File: config.mk
export PLATFORM = sky130hd
export DESIGN_NAME = expected_gen
export DESIGN_NICKNAME = d
export VERILOG_FILES = /design/src/rtl/data_checker_pkg.sv /design/src/rtl/data_checker_expected_gen.sv
export SDC_FILE = /design/constraint.sdc
export NUM_CORES = 1
export LEC_CHECK = 0
export CORE_MARGIN = 10
export CORE_UTILIZATION = 30
export CTS_BUF_LIST = sky130_fd_sc_hd__clkbuf_4 sky130_fd_sc_hd__clkbuf_8
export CTS_CLUSTER_SIZE = 40
export DETAILED_ROUTE_END_ITERATION = 8
export GPL_TIMING_DRIVEN = 0
export PLACE_DENSITY = 0.6
export SLEW_MARGIN = 20
export SYNTH_ARGS = -nofsm -noshare
export SYNTH_HDL_FRONTEND = slang
export SYNTH_SLANG_ARGS = --single-unit
export TNS_END_PERCENT = 1
File: constraint.sdc
create_clock -name clk -period 2.1 [get_ports clk]
set_clock_uncertainty 0.1 [all_clocks]
set_input_delay 0.315 -clock clk [delete_from_list [all_inputs] [get_ports clk]]
set_output_delay 0.315 -clock clk [all_outputs]
set_load 0.005 [all_outputs]
File: src/rtl/data_checker_pkg.sv
// Shared definitions for the read-path data checker: pattern codes, FSM
// encoding and pattern seeds.
package data_check_pkg;

    typedef enum logic [1:0] {
        PAT_BYTE_CNT = 2'd0,
        PAT_WORD_CNT = 2'd1,
        PAT_WALK_ONE = 2'd2
    } pattern_e;

    localparam logic [1:0] ST_IDLE  = 2'd0;
    localparam logic [1:0] ST_CHECK = 2'd1;
    localparam logic [1:0] ST_DONE  = 2'd2;

    // Byte-counter seed is built per lane (lane i holds i); these are whole-word seeds.
    localparam logic [31:0] SEED_BYTE_CNT_32 = 32'h0302_0100;
    localparam logic [31:0] SEED_WORD_CNT    = 32'h0000_0000;
    localparam logic [31:0] SEED_WALK_ONE    = 32'h0000_0001;

    function automatic logic pattern_ok(input logic [31:0] code);
        return code <= 32'd2;
    endfunction

endpackage

File: src/rtl/data_checker_expected_gen.sv
// Expected-word generator: loads a pattern seed and steps it on each advance.
module expected_gen
    import data_check_pkg::*;
#(
    parameter int unsigned DATA_W = 32
) (
    input  logic              clk,
    input  logic              reset,
    input  logic              load,
    input  pattern_e          pattern_sel,
    input  logic              advance,
    output logic [DATA_W-1:0] expected
);
    localparam int unsigned LANES = DATA_W / 8;

    pattern_e          pattern_q, pattern_d;
    logic [DATA_W-1:0] expected_q, expected_d;
    logic [DATA_W-1:0] byte_seed, byte_next;

    always_comb begin
        byte_seed = '0;
        byte_next = '0;
        // Each lane steps independently by the lane count, wrapping mod 256.
        for (int unsigned i = 0; i < LANES; i++) begin
            byte_seed[8*i +: 8] = 8'(i);
            byte_next[8*i +: 8] = expected_q[8*i +: 8] + 8'(LANES);
        end
    end

    always_comb begin
        pattern_d  = pattern_q;
        expected_d = expected_q;
        if (load) begin
            pattern_d = pattern_sel;
            case (pattern_sel)
                PAT_BYTE_CNT: expected_d = byte_seed;
                PAT_WORD_CNT: expected_d = DATA_W'(SEED_WORD_CNT);
                PAT_WALK_ONE: expected_d = DATA_W'(SEED_WALK_ONE);
                default:      expected_d = '0;
            endcase
        end else if (advance) begin
            case (pattern_q)
                PAT_BYTE_CNT: expected_d = byte_next;
                PAT_WORD_CNT: expected_d = expected_q + DATA_W'(1);
                PAT_WALK_ONE: expected_d = {expected_q[DATA_W-2:0], expected_q[DATA_W-1]};
                default:      expected_d = expected_q;
            endcase
        end
    end

    always_ff @(posedge clk) begin
        if (!reset) begin
            pattern_q  <= PAT_BYTE_CNT;
            expected_q <= '0;
        end else begin
            pattern_q  <= pattern_d;
            expected_q <= expected_d;
        end
    end

    assign expected = expected_q;

endmodule

### Yosys cells after proc, flatten, opt, wreduce, memory -nomap -nowiden

Index checks and enable logic that the tools add are counted.

| cells by class | value |
|---|---|
| add/sub/neg operators | 5 |
| multiply operators | 0 |
| divide/modulo/power cells | 0 |
| magnitude comparators | 0 |
| equality and inequality tests | 3 |
| shift operators | 0 |
| multiplexer cells | 4 |
| bitwise operators | 0 |
| reduce and logical (&&, ||, !) cells | 5 |

Operators by type and width:

| cell | number |
|---|---|
| case mux 32 bit (3 select lines) | 1 |
| two-way mux 32 bit | 2 |
| case mux 26 bit (2 select lines) | 1 |
| adder 32 x 1 -> 32 bit (second input constant) | 1 |
| adder 8 x 3 -> 8 bit (second input constant) | 4 |
| == test 2 bit (second input constant) | 2 |
| logical NOT 2 bit | 2 |
| nonzero test 4 bit | 1 |
| == test 2 x 1 -> 1 bit (second input constant) | 1 |
| AND reduction 2 bit | 1 |
| nonzero test 2 bit | 1 |

| word-level totals | value |
|---|---|
| register bits | 34 |
| latch bits | 0 |
| memory bits (writable) | 0 |
| memory bits (read-only) | 0 |
| input port bits | 6 |
| output and inout bits | 32 |
| logic and storage cells | 19 |
| memories | 0 |

### Logic depth before layout (Yosys ltp)

| depth | value |
|---|---|
| word-level depth | 4 |
| gate-level depth with buffers | 9 |
| depth with buffers taken out | 7 |

### Least setup slack after synthesis

Ideal clock, no wire load.

| timing | value |
|---|---|
| path type | flip-flop to flip-flop |
| start point | register expected_q[3] (netlist: expected[3]) |
| end point | register expected_q[30] (netlist: expected[30]) |
| library setup time | 116 ps |
| arrival | 1919 ps |
| setup slack | -35 ps |
| cell stages (with the launch flop) | 7 |
| buffers on the path | 0 |
| clock period less this slack | 2135 ps |
| cell sequence | dfxtp_1 ha_1 nand2_1 nor4_1 nand2_2 or4_1 and4_1 |

| between the ends | value |
|---|---|
| word-level cells in the longest chain between the ends | 4 |

Ends and longest elaborated chain:

| element | RTL line | text |
|---|---|---|
| from (decl) | data_checker_expected_gen.sv:17 | `logic [DATA_W-1:0] expected_q, expected_d;` |
| from (signal assigned) | data_checker_expected_gen.sv:57 | `expected_q <= expected_d;` |
| adder 32 x 1 -> 32 bit | data_checker_expected_gen.sv:44 | `PAT_WORD_CNT: expected_d = expected_q + DATA_W'(1);` |
| case mux 32 bit (3 select lines) | data_checker_expected_gen.sv:42 | `case (pattern_q)` |
| two-way mux 32 bit | data_checker_expected_gen.sv:41 | `end else if (advance) begin` |
| two-way mux 32 bit | data_checker_expected_gen.sv:33 | `if (load) begin` |

Every way passes these cells. The select of a mux whose other input is x is not followed.
A chain may end at the register's enable or synchronous reset.

### Final worst setup path

| timing | value |
|---|---|
| start point | register expected_q[9] (netlist: expected[9]) |
| end point | register expected_q[30] (netlist: expected[30]) |

The elaborated chain is that of the path after synthesis.

==> summary.md <==
| Metric | Value |
|---|---|
| # hold bufs at CTS | 0 |
| Worst-Margin Slew | between 0.6 and 0.7 ns |
| Clock sink count | 34 |
| Synth Flop Type | dfxtp_1 |
| Critical Path End Type | flop |
| Root buffer cell | clkbuf_8 |
| CP required | 2.19 ns |
| Vias in the first global route | 3403 |
| Ys Warns | 0 |
| Cell family with most CP delay | simple AND/OR/NAND/NOR gates |
| Fill count | 989 |
| Headroom to the max-slew limit | 0.548 |
| Status | complete, no violations |
| Die Area | 14100 µm² |
| Antenna Cells | 0 |
| Final HPWL DP | 8540 µm |
| Layout cell share with drive strength beyond 1 | 0.207 |
| Layout Nets | 463 |
| Rows | 35 |
| EDFF count, synth | 0 |
| Cells after Synth | about 400 |
| Minimum clock period | 2.08 ns |
| Multi-input combinational cell area | between 2000 and 2500 µm² |
| Gr usage total | 0.161 |
| Reg area | 714 µm² |
| Final Max Slew Viols | 0 |
| Reg clk slew, reported paths | 0.08 ns |
| Net switching power | 0.565 mW |
| Net Count, Synth | 413 |
| Die W | 119 µm |
| Cell leakage power | 1.25 nW |
| RSZ-0062 raised after global routing | yes |
| Internal | 1.09 mW |
| Initial antenna violation count | 0 |
| Initial Utilization | 0.312 |
| Wire per inst | 21.0 µm |
| Crit-path max FO | 6 |
| Clk network pwr share | 0.338 |
| Gpl congestion | 0.977 |
| Critical path launch point type | flop |
| Max Root-Sink Buffers | 2 |
| Max incr delay on CP | between 0.5 and 0.6 ns |
| Die Y-Extent | 119 µm |
| # DRC | 0 |
| Core ar. | between 9000 and 10000 µm² |
| Worst Path Arrival | roughly 2.2 ns |
| Synthesis-stage register bit count | 34 |
| Final wirelength | 12200 µm |
| Placed insts | roughly 560 |
| RR Startpoint | expected[9] |
| Switch share | 0.342 |
| Hold Startpoint | pattern_q[1] |
| Final Setup Violations | 0 |
| Flop pwr share | 0.418 |
| Overflow after GRT | 0 |
| Max cap viols | 0 |
| Skew-Pair Late Insertion Delay | 0.30 ns |
| Synth cell types | 68 |
| Via count | 3589 |
| Port buffer count | 36 |
| Final ANT Viol Nets | 0 |
| Synth async-reset ratio | 0 |
| VDD IR-drop max | between 0.2 and 0.3 mV |
| Area Overhead vs Synth | 33.0% |
| Slowest CP cell | dfxtp_1 |
| Final Hold Fails | 0 |
| Sequential area share after synthesis | 0.233 |
| Mapped Area | 2930 µm² |
| CTS buffer count | 5 |
| CTS tree | yes |
| Min-delay worst type | flop to flop |
| First-pass GRT wire length | 18800 µm |
| H-tree levels | 2 |
| Ports | 38 |
| Pin count of the biggest net entering global routing | 11 |
| Mean Syn Cell Area | 7.33 µm² |
| Gate power share | 0.244 |
| Vias per cell | 6.20 |
| Crit path from | expected[9] |
| Post-route insts no fill | between 500 and 600 |
| DRT Pass-1 Iters | 7 |
| FMAX | 480 MHz |
| Power Dens Cells | 424 nW/µm² |
| Critical path class | flop to flop |
| Drt first-iter violations | about 340 |
| Total power | 1.65 mW |
| Buf+Inv Stages, Crit Path | 0 |
| Fin crit share | 0.993 |
| Cell Chain, Critical Path | nand3_4 > nor4_4 > nand2_2 > or4_1 > and4_1 |
| TNS Setup | 0 ns |
| Post-layout util | 0.415 |
==> power groups by stage <==
stage	clock network (mW)	registers [mW]	logic, mW
final	0.558	0.690	0.403
after global routing	0.585	0.693	0.427
after CTS	0.554	0.687	0.364
after detailed placement	0	0.704	0.345
after global placement	0	0.704	0.341
after floorplan	0	0.697	0.205
==> kinds of logic after synthesis <==
logic type                 share of synthesized area
AOI/OAI and AO/OA                              0.316
buffers and inverters                         0.0565
xor gates and xnor gates                      0.0239
muxes                                         0.0248
and+or+nand+nor                                0.312
adders and majority gates                     0.0342
DFF                                            0.233
==> cell usage in the layout, fill, tap and decap left out, types with 12 or more instances in the layout <==
cell type	synthesis	routed
o21ai_0	28	28
nor2_1	31	31
buf_4	2	12
clkdlybuf4s50_1	0	36
nand3_1	21	19
dfxtp_2	0	12
nand4_1	13	13
dfxtp_1	34	17
a31oi_1	12	12
clkbuf_4	0	13
a21oi_1	22	22
nand2_1	33	31
==> through the flow <==
step | cell area, µm² | worst slack [ns] | hold WS [ns]
2_1_floorplan | 2930 | 0.00607 | 0.385
3_3_place_gp | 3450 | -0.688 | 0.434
3_5_place_dp | 3450 | -0.693 | 0.441
4_1_cts | 3690 | -0.0489 | 0.453
5_1_grt | 3890 | -0.0469 | 0.496
6_report | 3890 | 0.0153 | 0.456
==> worst paths after layout <==
check,slack [ns],to,depth (start not counted)
min,0.46,pattern_q[1],2
max reg2reg,0.02,expected[30],5
max,0.02,expected[30],5
min reg2reg,0.46,pattern_q[1],2
==> cells in the mapped netlist (6+ instances only) <==
| cell type | count | area (µm²) |
|---|---|---|
| a21boi_0 | 10 | 75.1 |
| a21oi_1 | 22 | 110 |
| a22oi_1 | 6 | 45.0 |
| a31oi_1 | 12 | 75.1 |
| and2_1 | 7 | 43.8 |
| clkbuf_1 | 22 | 82.6 |
| dfxtp_1 | 34 | 681 |
| ha_1 | 8 | 100 |
| inv_1 | 9 | 33.8 |
| nand2_1 | 33 | 124 |
| nand3_1 | 21 | 105 |
| nand4_1 | 13 | 81.3 |
| nor2_1 | 31 | 116 |
| nor2b_1 | 7 | 43.8 |
| nor3_1 | 9 | 45.0 |
| nor4_1 | 7 | 43.8 |
| o21a_1 | 7 | 52.6 |
| o21ai_0 | 28 | 140 |
==> flip-flops by register name, summed over array words and instances (netlist names) <==
name	flops
expected	32
pattern_q	2
==> metal layers <==
metal	routed length (µm)	vias to the layer above	track usage
met4	410	0	0.0634
met2	5370	246	0.249
li1	-	1630	-
met5	0	-	0
met3	1340	43	0.0414
met1	5060	1670	0.208
==> tightest hold or removal path: cells and delay by family (launching register included) <==
family           cells  cell delay, ns
DFF                  1            0.33
muxes                1            0.12
and+or+nand+nor      1            0.06
==> area by class of cell <==
class	instances	area share
sequential	34	0.184
buffer	29	0.0521
tap	129	0.0415
multi-input combinational	324	0.579
inverter	11	0.0116
timing repair buffer	44	0.108
clock inverter	1	0.00129
clock buffer	7	0.0232
==> timing repair <==
item | 4_1_cts | 5_1_grt
setup endpoints to repair | 32 | 30
resized for setup | 48 | 63
hold endpoints to repair | 0 | 0
setup buffers | 2 | 6
pin swaps | 1 | 10
gates cloned | 0 | 0
Power figures use the tool's default switching activity.
==> patch 1 (config.mk and constraints unchanged) <==
`DATA_W`: 32 -> 48.
--- a/src/rtl/data_checker_expected_gen.sv
+++ b/src/rtl/data_checker_expected_gen.sv
@@ -4,3 +4,3 @@
 #(
-    parameter int unsigned DATA_W = 32
+    parameter int unsigned DATA_W = 48
 ) (
Ports: changed (resized expected); port bits go from 38 to 54. No check against the original RTL was run, so the function may have changed too.
==> patch 1 against the unedited design <==
  * The flow now finishes with violations (negative setup slack)
  * Largest cell class unchanged
  * Synthesized cell count increased by 68%
  * Final area grew 63%
  * Synthesized area is 58% higher
  * Clock power rose by 13%
  * Maximum frequency down 6.4%
  * Wire length up 71%
  * Largest power group unchanged
  * Worst setup slack got worse by 140 ps
  * Count of clock-buffer cells in the layout down 1
  * Sequential share of layout area shrank 1.8 points
  * Sequential cell count is 16 higher
  * Power rose by 62%
  * Hold slack worse by 94 ps
  * Global-route usage is 3.3 points higher
==> patch 1: results (changes against the unedited design) <==
count of vias placed by the detailed router 5,823 (+62%); actual slew at the worst max-slew pin 888.1 ps (+209.8 ps); met2 track demand over resource 0.2898 (+0.04084); source-to-sink clock delay at the later pin of the worst-skew pair 340 ps (+40 ps); xor and xnor area share after synthesis 0.04942 (+0.02546); Avg Vias per Cell 6.142 (-0.91%); Synth cell types 70 (+2.9%); total leakage power 2.273 nW (+81%); wire length of the first global-routing pass 31,210 um (+66%); number of port buffers 51 (+42%); commonest cells in the synthesized netlist nand2_1 (82), o21ai_0 (61), a21oi_1 (54), dfxtp_1 (50), nor2_1 (38); Placed Cells incl. Taps 910 (+61%); Starting DRT DRC Count 957 (+180%); outcome complete, but fails checks; Setup-failing EPs final 18 (+18); Data arrival, critical path 2380 ps (+200 ps); Worst Slack Setup Final -126.9 ps (-142.2 ps); pre-CTS worst setup slack -1164 ps (-470.9 ps); slowest stage cell, crit path dfxtp_4; Detailed Routing Iterations Pass 1 5 (-2); largest net degree at the start of global routing 15 (+4); mux share of post-synthesis cell area 0.01385 (-0.01096); met3 wire length 2546 um (+90%); weighted congestion at the end of routability-driven global placement 0.9564 (-2.1%); share of layout cells above drive strength 1 0.2316 (+0.02491); wire length on met2 9099 um (+69%); post-cts repair resize count 107 (+120%); number of flip-flops in the largest register 48 (+50%); placed inst area 5425 um^2 (+57%); Worst Hold Class input pin to flip-flop; failing checks negative setup slack
patch 1: cell count changes after synthesis, sizes merged, moves of 16 or more:
cell	change
a21oi	+32
buf	+17
clkbuf	+16
dfxtp	+16
inv	+16
nand2	+49
nor3	+24
o21ai	+33
patch 1: final cells by class:
type	instances	share of cell area
Inverter	26	0.01562
Multi-Input combinational cell	532	0.5695
Clock buffer	6	0.01206
Buffer	59	0.07709
Timing Repair Buffer	85	0.1216
Clock inverter	2	0.001384
Tap cell	188	0.03716
Sequential cell	50	0.1656
patch 1: final timing paths:
path,from,end,slack [ps],depth (start not counted)
worst min register to register,pattern_q[1],pattern_q[1],420,2
worst min-delay path,reset,expected[28],360,3
worst max-delay path,expected[33],expected[37],-130,8
worst max register to register,expected[33],expected[37],-130,8
patch 1: report_power, final:
part | switching, mW | total [mW] | internal [mW]
Sequential | 0.0852 | 1.09 | 1.00
Combinational | 0.573 | 0.959 | 0.385
Clock | 0.384 | 0.628 | 0.244
==> patch 2 (same settings) <==
Made on the original files. Remove the case item `PAT_WORD_CNT` of the case on `pattern_q`.
--- a/src/rtl/data_checker_expected_gen.sv
+++ b/src/rtl/data_checker_expected_gen.sv
@@ -43,3 +43,2 @@
                 PAT_BYTE_CNT: expected_d = byte_next;
-                PAT_WORD_CNT: expected_d = expected_q + DATA_W'(1);
                 PAT_WALK_ONE: expected_d = {expected_q[DATA_W-2:0], expected_q[DATA_W-1]};
Behaviour: not the same (a bounded check fails within 4 cycles, from zero or initial values and one cycle with reset low).
==> patch 2 against the unedited design <==
  * Sequential cell count unchanged
  * Synthesized area fell by 38%
  * Power shrank 9.7%
  * Combinational power shrank 56%
  * Utilization decreased by 0.96 points
  * Wire length is 55% lower
  * Final area shrank 39%
  * Worst setup slack improved by 290 ps
  * Critical path type is now input pin to flip-flop
  * Critical endpoint is now expected[21]
==> patch 2: results (changes against the unedited design) <==
Placed Cells incl. Taps 327 (-42%); Nets 269 (-42%); pre-CTS worst setup slack 22.32 ps (+715.3 ps); slowest stage cell, crit path clkdlybuf4s50_1; detailed-placement wirelength estimate 3911 um (-54%); Avg Vias per Cell 5.207 (-16%); Detailed Routing Iterations Pass 1 4 (-3); outcome complete, no violations; total leakage power 0.8680 nW (-31%); weighted congestion at the end of routability-driven global placement 0.8292 (-15%); placed inst area 2275 um^2 (-34%); delay of the slowest cell on the worst path 630 ps (+110 ps); worst reg2reg path startpoint pattern_q[1]; normalized max-slew margin 0.5522 (+0.004462); post-cts repair resize count 0 (-100%); share of layout cells above drive strength 1 0.06564 (-0.1410); sequential fraction of the synthesis area 0.3760 (+0.1433); number of buffers inserted to repair setup after CTS 0 (-2); Max Fanout on Critical Path 8 (+2); number of port buffers 37 (+2.8%); fraction of area in multi-input gates 0.4423 (-0.1364); setup slack of the most critical reg-to-reg path 430 ps (+410 ps); Fillers 610 (-38%); final-layout worst hold slack 378.0 ps (-78.40 ps); cells after synthesis 215 (-46%)
patch 2: routing by layer:
metal / track usage / up-vias / part of all wire
met5: 0 / - / 0
met4: 0.02237 / 0 / 0.0087
li1: - / 878 / -
met3: 0.03912 / 5 / 0.064
met1: 0.1403 / 810 / 0.48
met2: 0.1809 / 46 / 0.44
patch 2: cells by family after synthesis:
| logic type | synth area share |
|---|---|
| AO/OA/AOI/OAI | 0.2564 |
| adder cells (fa/ha/maj) | 0.02764 |
| flip-flops | 0.3759 |
| multiplexers | 0.03317 |
| XOR/XNOR | 0.01935 |
| buffers and inverters | 0.04077 |
| AND/OR/NAND/NOR | 0.2467 |
patch 2: worst paths after layout:
check | endpoint
setup reg to reg | expected[12]
hold / removal | expected[1]
hold reg to reg | expected[1]
setup / recovery | expected[21]
patch 2: report_power, final:
part | internal [mW] | switching (mW)
Clock | 0.380 | 0.249
Combinational | 0.0806 | 0.0952
Sequential | 0.662 | 0.0248
